==> src/rtl/lc3_pkg.sv <==
// lc3_pkg: shared definitions for the LC-3 instruction sequencer.
//   - opcode constants (ir[15:12])
//   - FSM state encoding (visible on state_out)
//   - HALT trap vector and wait-timeout limit
//   - op_class_t: one-hot-ish opcode classification from lc3_op_decode
package lc3_pkg;

  typedef enum logic [2:0] {
    S_IDLE       = 3'd0,
    S_FETCH      = 3'd1,
    S_FETCH_WAIT = 3'd2,
    S_DECODE     = 3'd3,
    S_EXECUTE    = 3'd4,
    S_MEM        = 3'd5,
    S_MEM_WAIT   = 3'd6,
    S_WB         = 3'd7
  } state_e;

  localparam logic [3:0] OP_BR   = 4'b0000;
  localparam logic [3:0] OP_ADD  = 4'b0001;
  localparam logic [3:0] OP_LD   = 4'b0010;
  localparam logic [3:0] OP_ST   = 4'b0011;
  localparam logic [3:0] OP_JSR  = 4'b0100;
  localparam logic [3:0] OP_AND  = 4'b0101;
  localparam logic [3:0] OP_LDR  = 4'b0110;
  localparam logic [3:0] OP_STR  = 4'b0111;
  localparam logic [3:0] OP_RTI  = 4'b1000;
  localparam logic [3:0] OP_NOT  = 4'b1001;
  localparam logic [3:0] OP_LDI  = 4'b1010;
  localparam logic [3:0] OP_STI  = 4'b1011;
  localparam logic [3:0] OP_JMP  = 4'b1100;
  localparam logic [3:0] OP_RES  = 4'b1101;
  localparam logic [3:0] OP_LEA  = 4'b1110;
  localparam logic [3:0] OP_TRAP = 4'b1111;

  localparam logic [7:0] HALT_VEC    = 8'h25;
  localparam logic [7:0] TIMEOUT_LIM = 8'd255;

  typedef struct packed {
    logic alu;       // ADD/AND/NOT/LEA: writeback with condition codes
    logic jsr;       // writeback without condition codes
    logic load;      // LD/LDR/LDI
    logic store;     // ST/STR/STI
    logic indirect;  // LDI/STI: extra pointer read first
    logic branch;    // BR/JMP: straight to boundary
    logic halt;      // TRAP x25
    logic illegal;   // other TRAP, RTI, reserved
  } op_class_t;

endpackage

==> src/rtl/lc3_op_decode.sv <==
// lc3_op_decode: combinational opcode classifier.
//   op       in  4  ir[15:12]
//   trap_vec in  8  ir[7:0], only meaningful for TRAP
//   cls      out    classification flags (op_class_t)
module lc3_op_decode
  import lc3_pkg::*;
(
  input  logic [3:0] op,
  input  logic [7:0] trap_vec,
  output op_class_t  cls
);

  always_comb begin
    cls = '0;
    unique case (op)
      OP_ADD, OP_AND, OP_NOT, OP_LEA: cls.alu = 1'b1;
      OP_JSR:                         cls.jsr = 1'b1;
      OP_LD, OP_LDR:                  cls.load = 1'b1;
      OP_LDI: begin cls.load = 1'b1;  cls.indirect = 1'b1; end
      OP_ST, OP_STR:                  cls.store = 1'b1;
      OP_STI: begin cls.store = 1'b1; cls.indirect = 1'b1; end
      OP_BR, OP_JMP:                  cls.branch = 1'b1;
      OP_TRAP: begin
        if (trap_vec == HALT_VEC) cls.halt = 1'b1;
        else                      cls.illegal = 1'b1;
      end
      OP_RTI, OP_RES:                 cls.illegal = 1'b1;
      default:                        cls.illegal = 1'b1;
    endcase
  end

endmodule

==> src/rtl/lc3_controller.sv <==
// lc3_controller: LC-3 instruction sequencing FSM.
//   clk, rst (sync, active high), run (stop at instruction boundary when 0)
//   instr_in / mem_ready: memory return path
//   fetch_start, decode_en, exec_en, wb_en, nzp_we: one-cycle stage enables
//   mem_start/mem_wr/mem_indirect: data access request
//   ir_out, state_out, halted (sticky), illegal_op, bus_err (pulses)
// All outputs are flops computed from the next state, so each enable is
// high exactly while the FSM sits in the matching state.
module lc3_controller
  import lc3_pkg::*;
(
  input  logic        clk,
  input  logic        rst,
  input  logic        run,
  input  logic [15:0] instr_in,
  input  logic        mem_ready,
  output logic        fetch_start,
  output logic        decode_en,
  output logic        exec_en,
  output logic        wb_en,
  output logic        nzp_we,
  output logic        mem_start,
  output logic        mem_wr,
  output logic        mem_indirect,
  output logic [15:0] ir_out,
  output logic [2:0]  state_out,
  output logic        halted,
  output logic        illegal_op,
  output logic        bus_err
);

  state_e      state_q, state_d;
  logic [15:0] ir_q, ir_d;
  logic [7:0]  cnt_q, cnt_d;
  logic        ind_q, ind_d;     // pointer round of LDI/STI still pending
  logic        halted_q, halted_d;
  logic        illegal_q, illegal_d;
  logic        bus_err_q, bus_err_d;
  logic        fetch_q, decode_q, exec_q, wb_q, nzp_q, mstart_q, mwr_q, mind_q;
  state_e      boundary;
  op_class_t   cls;

  lc3_op_decode u_dec (
    .op       (ir_q[15:12]),
    .trap_vec (ir_q[7:0]),
    .cls      (cls)
  );

  assign boundary = run ? S_FETCH : S_IDLE;

  always_comb begin
    state_d   = state_q;
    ir_d      = ir_q;
    cnt_d     = cnt_q;
    ind_d     = ind_q;
    halted_d  = halted_q;
    illegal_d = 1'b0;
    bus_err_d = 1'b0;
    unique case (state_q)
      S_IDLE:    if (run && !halted_q) state_d = S_FETCH;
      S_FETCH: begin
        cnt_d   = '0;
        state_d = S_FETCH_WAIT;
      end
      S_FETCH_WAIT: begin
        if (mem_ready) begin
          ir_d    = instr_in;
          state_d = S_DECODE;
        end else begin
          cnt_d = cnt_q + 8'd1;
          // counter would reach the limit with no completion: give up
          if (cnt_q == TIMEOUT_LIM - 8'd1) begin
            bus_err_d = 1'b1;
            state_d   = S_IDLE;
          end
        end
      end
      S_DECODE:  state_d = S_EXECUTE;
      S_EXECUTE: begin
        if (cls.halt) begin
          halted_d = 1'b1;
          state_d  = S_IDLE;
        end else if (cls.illegal) begin
          illegal_d = 1'b1;
          state_d   = boundary;
        end else if (cls.alu || cls.jsr) begin
          state_d = S_WB;
        end else if (cls.load || cls.store) begin
          ind_d   = cls.indirect;
          state_d = S_MEM;
        end else if (cls.branch) begin
          state_d = boundary;
        end else begin
          state_d = boundary;
        end
      end
      S_MEM: begin
        cnt_d   = '0;
        state_d = S_MEM_WAIT;
      end
      S_MEM_WAIT: begin
        if (mem_ready) begin
          if (ind_q) begin
            ind_d   = 1'b0;
            state_d = S_MEM;
          end else begin
            state_d = cls.load ? S_WB : boundary;
          end
        end else begin
          cnt_d = cnt_q + 8'd1;
          if (cnt_q == TIMEOUT_LIM - 8'd1) begin
            bus_err_d = 1'b1;
            ind_d     = 1'b0;
            state_d   = S_IDLE;
          end
        end
      end
      S_WB:      state_d = boundary;
      default:   state_d = S_IDLE;
    endcase
  end

  always_ff @(posedge clk) begin
    if (rst) begin
      state_q   <= S_IDLE;
      ir_q      <= '0;
      cnt_q     <= '0;
      ind_q     <= 1'b0;
      halted_q  <= 1'b0;
      illegal_q <= 1'b0;
      bus_err_q <= 1'b0;
      fetch_q   <= 1'b0;
      decode_q  <= 1'b0;
      exec_q    <= 1'b0;
      wb_q      <= 1'b0;
      nzp_q     <= 1'b0;
      mstart_q  <= 1'b0;
      mwr_q     <= 1'b0;
      mind_q    <= 1'b0;
    end else begin
      state_q   <= state_d;
      ir_q      <= ir_d;
      cnt_q     <= cnt_d;
      ind_q     <= ind_d;
      halted_q  <= halted_d;
      illegal_q <= illegal_d;
      bus_err_q <= bus_err_d;
      fetch_q   <= (state_d == S_FETCH);
      decode_q  <= (state_d == S_DECODE);
      exec_q    <= (state_d == S_EXECUTE);
      wb_q      <= (state_d == S_WB);
      nzp_q     <= (state_d == S_WB) && !cls.jsr;
      mstart_q  <= (state_d == S_MEM);
      // the pointer round is always a read; the data round follows the opcode
      mwr_q     <= (state_d == S_MEM) && !ind_d && cls.store;
      mind_q    <= (state_d == S_MEM) && ind_d;
    end
  end

  assign fetch_start  = fetch_q;
  assign decode_en    = decode_q;
  assign exec_en      = exec_q;
  assign wb_en        = wb_q;
  assign nzp_we       = nzp_q;
  assign mem_start    = mstart_q;
  assign mem_wr       = mwr_q;
  assign mem_indirect = mind_q;
  assign ir_out       = ir_q;
  assign state_out    = state_q;
  assign halted       = halted_q;
  assign illegal_op   = illegal_q;
  assign bus_err      = bus_err_q;

endmodule

==> config.mk <==
export PLATFORM = sky130hd
export DESIGN_NAME = lc3_controller
export DESIGN_NICKNAME = d
export VERILOG_FILES = /design/src/rtl/lc3_pkg.sv /design/src/rtl/lc3_op_decode.sv /design/src/rtl/lc3_controller.sv
export SDC_FILE = /design/constraint.sdc
export NUM_CORES = 1
export LEC_CHECK = 0
export ABC_CLOCK_PERIOD_IN_PS = 2900
export BUFFER_PORTS_ARGS = -buffer_cell sky130_fd_sc_hd__buf_2
export CAP_MARGIN = 25
export CORE_AREA = 4 4 93 95
export CTS_CLUSTER_DIAMETER = 50
export DETAILED_ROUTE_END_ITERATION = 8
export DIE_AREA = 0 0 97 99
export PLACE_DENSITY = 0.55
export SKIP_LAST_GASP = 1
export SLEW_MARGIN = 20
export SYNTH_ARGS = -nofsm -noshare
export SYNTH_HDL_FRONTEND = slang
export SYNTH_SLANG_ARGS = --single-unit
==> constraint.sdc <==
create_clock -name clk -period 2.9 [get_ports clk]
set_input_delay 0.58 -clock clk [delete_from_list [all_inputs] [get_ports clk]]
set_output_delay 0.58 -clock clk [all_outputs]
set_load 0.01 [all_outputs]
==> results.tsv, run 1 <==
metric	value	unit
layout_min_cycle_time	2.16	ns
synthTopCellsByArea	dfxtp_1 40%, nand2b_1 13%, mux2i_1 8.3%, nor2_1 3.1%, o31ai_1 2.3%	
start_util	25.0	%
crit_type	reg2reg	
hpwl	3.28	mm
setup.worst_path.end_class	flop	
synthCells	207	
dieArea	0.00960	mm2
drt-pass1-iter-count	4	
clk_pin_slew_worst_paths	0.07	ns
vias_per_cell	4.47	
relSlewSlack	55.8	%
layout-drive-gt1-share	25.2	%
postRouteAntennaNets	0	
rows	32	
fillers	827	
rsz0062_at_grt	false	
synth_nets	229	
hold_buffers	0	
wl_per_cell	12.5	um
post_synth.cell_area_avg	9.33	um2
synth_top_cell_by_area	dfxtp_1	
clock_skew	0.00482	ns
grt_antenna_before_repair	0	
fin_crit_sh	74.4	%
die_w	97	um
maxSlewViolCount	0	
cp.required	3.12	ns
htree_levels	2	
hold_violations	0	
grt_pass1_wl	7.55	mm
ys_seq_area_share	40.4	%
synth_seq_cells	39	
grt_start_max_net_pins	50	
port_buffers	49	
drt-total-wl	4.45	mm
core	0.00773	mm2
tns	0	ns
layout.nets	275	
synth_top_area_share	40.4	%
crit_arrival	2.38	ns
grt_pass1_vias	1533	
ys.flop_type	dfxtp_1	
syn_area	0.00193	mm2
p_per_area	593	mW/mm2
drt_iter0_drc	47	
cts_root_buffer	clkbuf_8	
holdWs	0.480	ns
via_count	1590	
async_reset_ff_share	0	%
worst_slew_pin_slew	0.663	ns
path_max_fanout	16	
cts_buffers	5	
synth_edf_count	0	
hold_class	reg2reg	
clk_path_buf_depth	2	
routabilityCongestion	0.828	
post_cts_buffers	0	
maxCapViolations	0	
tritoncts	built	
diodes	0	
syn_to_final_growth	20.0	%
cts_resized	0	
drc	0	
ir_worst_vdd	0.000281	V
setup_viol	0	
grtUsageTotal	9.57	%
startpoint_type	flop	
synthDistinctLibCells	49	
cellLeakagePower	0.918	nW
die_y	99	um
io_pins	50	
synth-warning-count	0	
cts_sinks	39	
overflow	0	
clkLatencyLatePin	0.29	ns
clock.fmax	463	MHz
status	finished, final reports clean	
## where the power goes
| group | total, mW | switching (mW) | internal, mW | leakage [nW] |
|---|---|---|---|---|
| registers | 0.651 | 0.0593 | 0.592 | 0.317 |
| clock network | 0.352 | 0.183 | 0.169 | 0.0422 |
| logic | 0.371 | 0.201 | 0.170 | 0.559 |
## cell usage in the layout, fill, tap and decap left out, types with 3 or more instances in the layout
cell type,netlist,layout
buf_2,2,49
nand2b_1,39,39
dfxtp_1,39,39
nor2_1,16,16
mux2i_1,16,16
nand2_1,7,7
nor3_1,6,6
o31ai_1,6,6
nor2b_1,5,5
nand3_1,5,5
clkbuf_8,0,5
nand4_1,4,4
xor2_1,4,4
inv_1,3,3
nand3b_1,3,3
o21ai_0,3,3
## cells in the mapped netlist, drive strengths merged (3+ instances only)
library cell  instances
nand4                 4
nor2b                 5
nand2                 7
nand3                 5
nand3b                3
nor4                  3
o31ai                 6
xor2                  4
inv                   3
mux2i                16
nor3                  6
o21ai                 4
clkbuf                6
nor2                 16
buf                   6
dfxtp                39
nand2b               40
## cell families (layout without fill, tap and decap cells)
logic type | count (synthesis) | in the layout | synth area share (%)
AOI/OAI and AO/OA | 32 | 32 | 13.3
adders and majority gates | 2 | 2 | 1.30
DFF | 39 | 39 | 40.4
buffers and inverters | 15 | 62 | 4.86
and+or+nand+nor | 99 | 99 | 30.0
xor gates and xnor gates | 4 | 4 | 1.81
muxes | 16 | 16 | 8.30
## critical path: stages (launching register included)
cell      delay (ns)
dfxtp_1         0.42
ha_1            0.23
and4b_1         0.21
a21oi_2         0.08
a311oi_2        0.40
o311a_1         0.24
buf_4           0.28
mux2i_1         0.22
## worst paths after layout
path,slack [ns],cells after the start,start,to
setup / recovery,0.74,7,cnt_q[1],ir_out[11]
setup reg to reg,0.74,7,cnt_q[1],ir_out[11]
hold reg to reg,0.48,2,ir_out[10],ir_out[10]
hold / removal,0.48,2,ir_out[10],ir_out[10]
## area by class of cell
class | instances | area (um2) | area share, %
Clock buffer | 7 | 76.3 | 3.29
Clock inverter | 1 | 5.00 | 0.216
Inverter | 3 | 11.3 | 0.486
Multi-Input combinational cell | 153 | 1060 | 45.6
Sequential cell | 39 | 781 | 33.7
Tap cell | 102 | 128 | 5.51
Timing Repair Buffer | 51 | 260 | 11.2
## metal layers
layer | GRT usage, % | up-vias | share of wire [%]
met2 | 15.4 | 36 | 46
met1 | 12.1 | 722 | 48
met4 | 3.02 | 0 | 1.7
met5 | 0 | - | 0
met3 | 3.18 | 8 | 4.5
li1 | - | 824 | -
## stage by stage
step	worst slack (ns)	std cells	power (mW)	area, um2	utilization [%]
6_report	0.741	356	1.37	2320	30.0
2_1_floorplan	0.755	207	0.944	1930	-
3_3_place_gp	0.620	348	1.04	2240	28.9
5_1_grt	0.494	356	1.47	2320	30.0
3_5_place_dp	0.557	348	1.04	2240	28.9
4_1_cts	0.693	356	1.40	2320	30.0
## registers in the layout, summed over array words and instances (netlist names)
| signal | count |
|---|---|
| halted | 1 |
| fetch_start | 1 |
| mem_start | 1 |
| illegal_op | 1 |
| ir_out | 16 |
| wb_en | 1 |
| mem_indirect | 1 |
| mem_wr | 1 |
| exec_en | 1 |
| state_out | 3 |
| bus_err | 1 |
| nzp_we | 1 |
| cnt_q | 8 |
| decode_en | 1 |
| ind_q | 1 |
(Power assumes the default switching activity.)
==> run 2, diff against run 1 <==
--- a/config.mk
+++ b/config.mk
@@ -5,14 +5,14 @@
 export SDC_FILE = /design/constraint.sdc
 export NUM_CORES = 1
 export LEC_CHECK = 0
-export ABC_CLOCK_PERIOD_IN_PS = 2900
+export ABC_CLOCK_PERIOD_IN_PS = 1800
 export BUFFER_PORTS_ARGS = -buffer_cell sky130_fd_sc_hd__buf_2
 export CAP_MARGIN = 25
 export CORE_AREA = 4 4 93 95
 export CTS_CLUSTER_DIAMETER = 50
 export DETAILED_ROUTE_END_ITERATION = 8
 export DIE_AREA = 0 0 97 99
-export PLACE_DENSITY = 0.55
+export PLACE_DENSITY = 0.57
 export SKIP_LAST_GASP = 1
 export SLEW_MARGIN = 20
 export SYNTH_ARGS = -nofsm -noshare
==> constraint.sdc (replaced) <==
create_clock -name clk -period 1.8 [get_ports clk]
set_input_delay 0.36 -clock clk [delete_from_list [all_inputs] [get_ports clk]]
set_output_delay 0.36 -clock clk [all_outputs]
set_load 0.01 [all_outputs]
==> run 2 against run 1 <==
Effect of this change: the run now ends with setup timing left; cell count up 12%; sequential power grew 61%; clock skew is 0.0014 ns higher; clock power increased by 60%; via count increased by 12%; hold slack worse by 0.16 ns; non-clock buffer count is 43 higher; first-iteration DRC count rose by 53%; largest cell class unchanged; largest power group unchanged; highest routed layer unchanged.
==> results.tsv, run 2 (synthesis results as in run 1) <==
metric	value	unit	change
maxSlewViolCount	0		unchanged
die_w	97	um	unchanged
core	0.00773	mm2	unchanged
path_max_fanout	8		-8
hold_buffers	0		unchanged
die_y	99	um	unchanged
clock.fmax	531	MHz	+15%
wl_per_cell	12.5	um	-0.11%
vias_per_cell	4.47		about the same
postRouteAntennaNets	0		unchanged
clk_path_buf_depth	2		unchanged
p_switching	0.794	mW	+79%
final_cell_mix	49 x buf_2, 42 x buf_4, 38 x nand2b_1, 32 x dfxtp_1, 16 x mux2i_1		
diodes	0		unchanged
worst_slew_pin_slew	0.360	ns	-0.302 ns
setup_viol	18		+18
p_int	1.70	mW	+83%
grt_start_max_net_pins	24		-52%
status	finished with violations		
tns	-1.05	ns	-1.05 ns
ir_worst_vdd	0.000377	V	+34%
path_cells	inv_4 -> ha_4 -> and4b_1 -> a21oi_2 -> a311oi_2 -> o311a_4 -> buf_12 -> mux2i_1		
critical_path.max_stage_delay	0.37	ns	-0.05 ns
p_per_area	891	mW/mm2	+50%
place_ws	-0.110	ns	-0.667 ns
final_cell_area	0.00280	mm2	+21%
via_count	1783		+12%
hold_violations	0		unchanged
cts_sinks	39		unchanged
grtUsageTotal	10.3	%	+0.68 points
hold_class	in2reg		
grt_pass1_vias	1740		+14%
cts_buffers	5		unchanged
io_pins	50		unchanged
p_clk_share	22.6	%	-3.0 points
cts_root_buffer	clkbuf_8		
largest_register_ffs	16		unchanged
dieArea	0.00960	mm2	unchanged
fillers	821		-0.73%
hpwl	3.77	mm	+15%
htree_levels	2		unchanged
maxCapViolations	0		unchanged
cellLeakagePower	1.18	nW	+28%
drt_iter0_drc	72		+53%
startpoint_type	flop		
drc	0		unchanged
crit_family	compound AO/OA/AOI/OAI gates		
clock_skew	0.00623	ns	+0.00140 ns
clkLatencyLatePin	0.29	ns	about the same
clk_pin_slew_worst_paths	0.08	ns	about the same
port_buffers	49		unchanged
layout.nets	318		+16%
drt-pass1-iter-count	4		unchanged
power_frac_comb	35.3	%	+8.3 points
layout-drive-gt1-share	43.8	%	+19 points
crit_type	reg2reg		
setup_slack	-0.0827	ns	-0.824 ns
crit_arrival	2.09	ns	-0.29 ns
path_buf_inv	2		+1
pwr-share-seq	42.1	%	-5.3 points
fin_cells	399		+12%
cp_slowest_cell	a311oi_2		
syn_to_final_growth	45.1	%	
layout_min_cycle_time	1.88	ns	-0.276 ns
placedCellCount	389		+12%
final_common_cell	buf_2		
dpl-instance-area	0.00259	mm2	+16%
fin_crit_sh	105	%	+30 points
grt_antenna_before_repair	0		unchanged
grt_pass1_wl	8.17	mm	+8.2%
setup.worst_path.end_class	flop		
start_util	25.0	%	unchanged
tritoncts	built		
rsz0062_at_grt	true		
rows	32		unchanged
violations	setup timing		
netSwitchingFraction	31.8	%	-0.44 points
relSlewSlack	75.4	%	+20 points
drt-total-wl	4.98	mm	+12%
cp.required	2.01	ns	-1.11 ns
overflow	0		unchanged
routabilityCongestion	0.827		-0.17%
## run 2: changes by cell type in the layout (fill, tap and decap cells not counted), moves of 2 or more
cell	before	now
dfxtp_2	0	5
buf_4	2	42
dfxtp_1	39	32
dfxtp_4	0	2
nand2b_4	0	2
## run 2: routing by layer
layer | part of all wire [%] | wire length (um) | global-route usage [%] | vias to the layer above
met5 | 0 | 0 | 0 | -
met4 | 0.92 | 46 | 2.81 | 0
met3 | 7.3 | 366 | 3.47 | 6
met2 | 45 | 2230 | 16.0 | 56
met1 | 47 | 2340 | 13.5 | 803
li1 | - | - | - | 918
## run 2: worst register-to-register path: cells and delay by family, from the launching register on
family | cells | cell delay, ns
fa+ha+maj | 1 | 0.11
mux | 1 | 0.20
flops | 1 | 0.35
simple gates | 1 | 0.20
compound gates | 3 | 0.76
buf+inv | 2 | 0.19
## run 2: per-stage QoR
step / hold slack, ns / power [mW] / util (%)
floorplan: 0.471 / 1.54 / -
CTS: 0.318 / 2.44 / 35.1
global placement: 0.456 / 1.84 / 33.5
global route: 0.323 / 2.66 / 36.3
detailed placement: 0.463 / 1.85 / 33.5
finish: 0.324 / 2.50 / 36.3
## run 2: layout make-up
class	count	area, um2	area share [%]
Clock buffer	7	76.3	2.72
Clock inverter	1	5.00	0.179
Inverter	3	13.8	0.491
Multi-Input combinational cell	153	1170	41.7
Sequential cell	39	795	28.4
Tap cell	102	128	4.56
Timing Repair Buffer	94	617	22.0
## run 2: worst paths after layout
| kind | depth (start not counted) | startpoint | slack [ns] | to |
|---|---|---|---|---|
| hold reg to reg | 2 | ir_out[8] | 0.47 | ir_out[8] |
| hold / removal | 3 | instr_in[12] | 0.32 | ir_out[12] |
| setup reg to reg | 8 | cnt_q[0] | -0.08 | ir_out[4] |
| setup / recovery | 8 | cnt_q[0] | -0.08 | ir_out[4] |
## run 2: power groups by stage
stage | registers [mW] | clock network (mW) | logic [mW]
floorplan | 1.09 | 0 | 0.449
global placement | 1.06 | 0 | 0.783
detailed placement | 1.06 | 0 | 0.792
CTS | 1.04 | 0.587 | 0.810
global route | 1.07 | 0.623 | 0.963
finish | 1.05 | 0.563 | 0.881
## run 2: repair_timing
| action | in CTS | in global routing |
|---|---|---|
| buffers inserted | 1 | 0 |
| setup endpoints to repair | 20 | 24 |
| pin swaps | 4 | 6 |
| cloned | 0 | 1 |
| resized for setup | 8 | 12 |
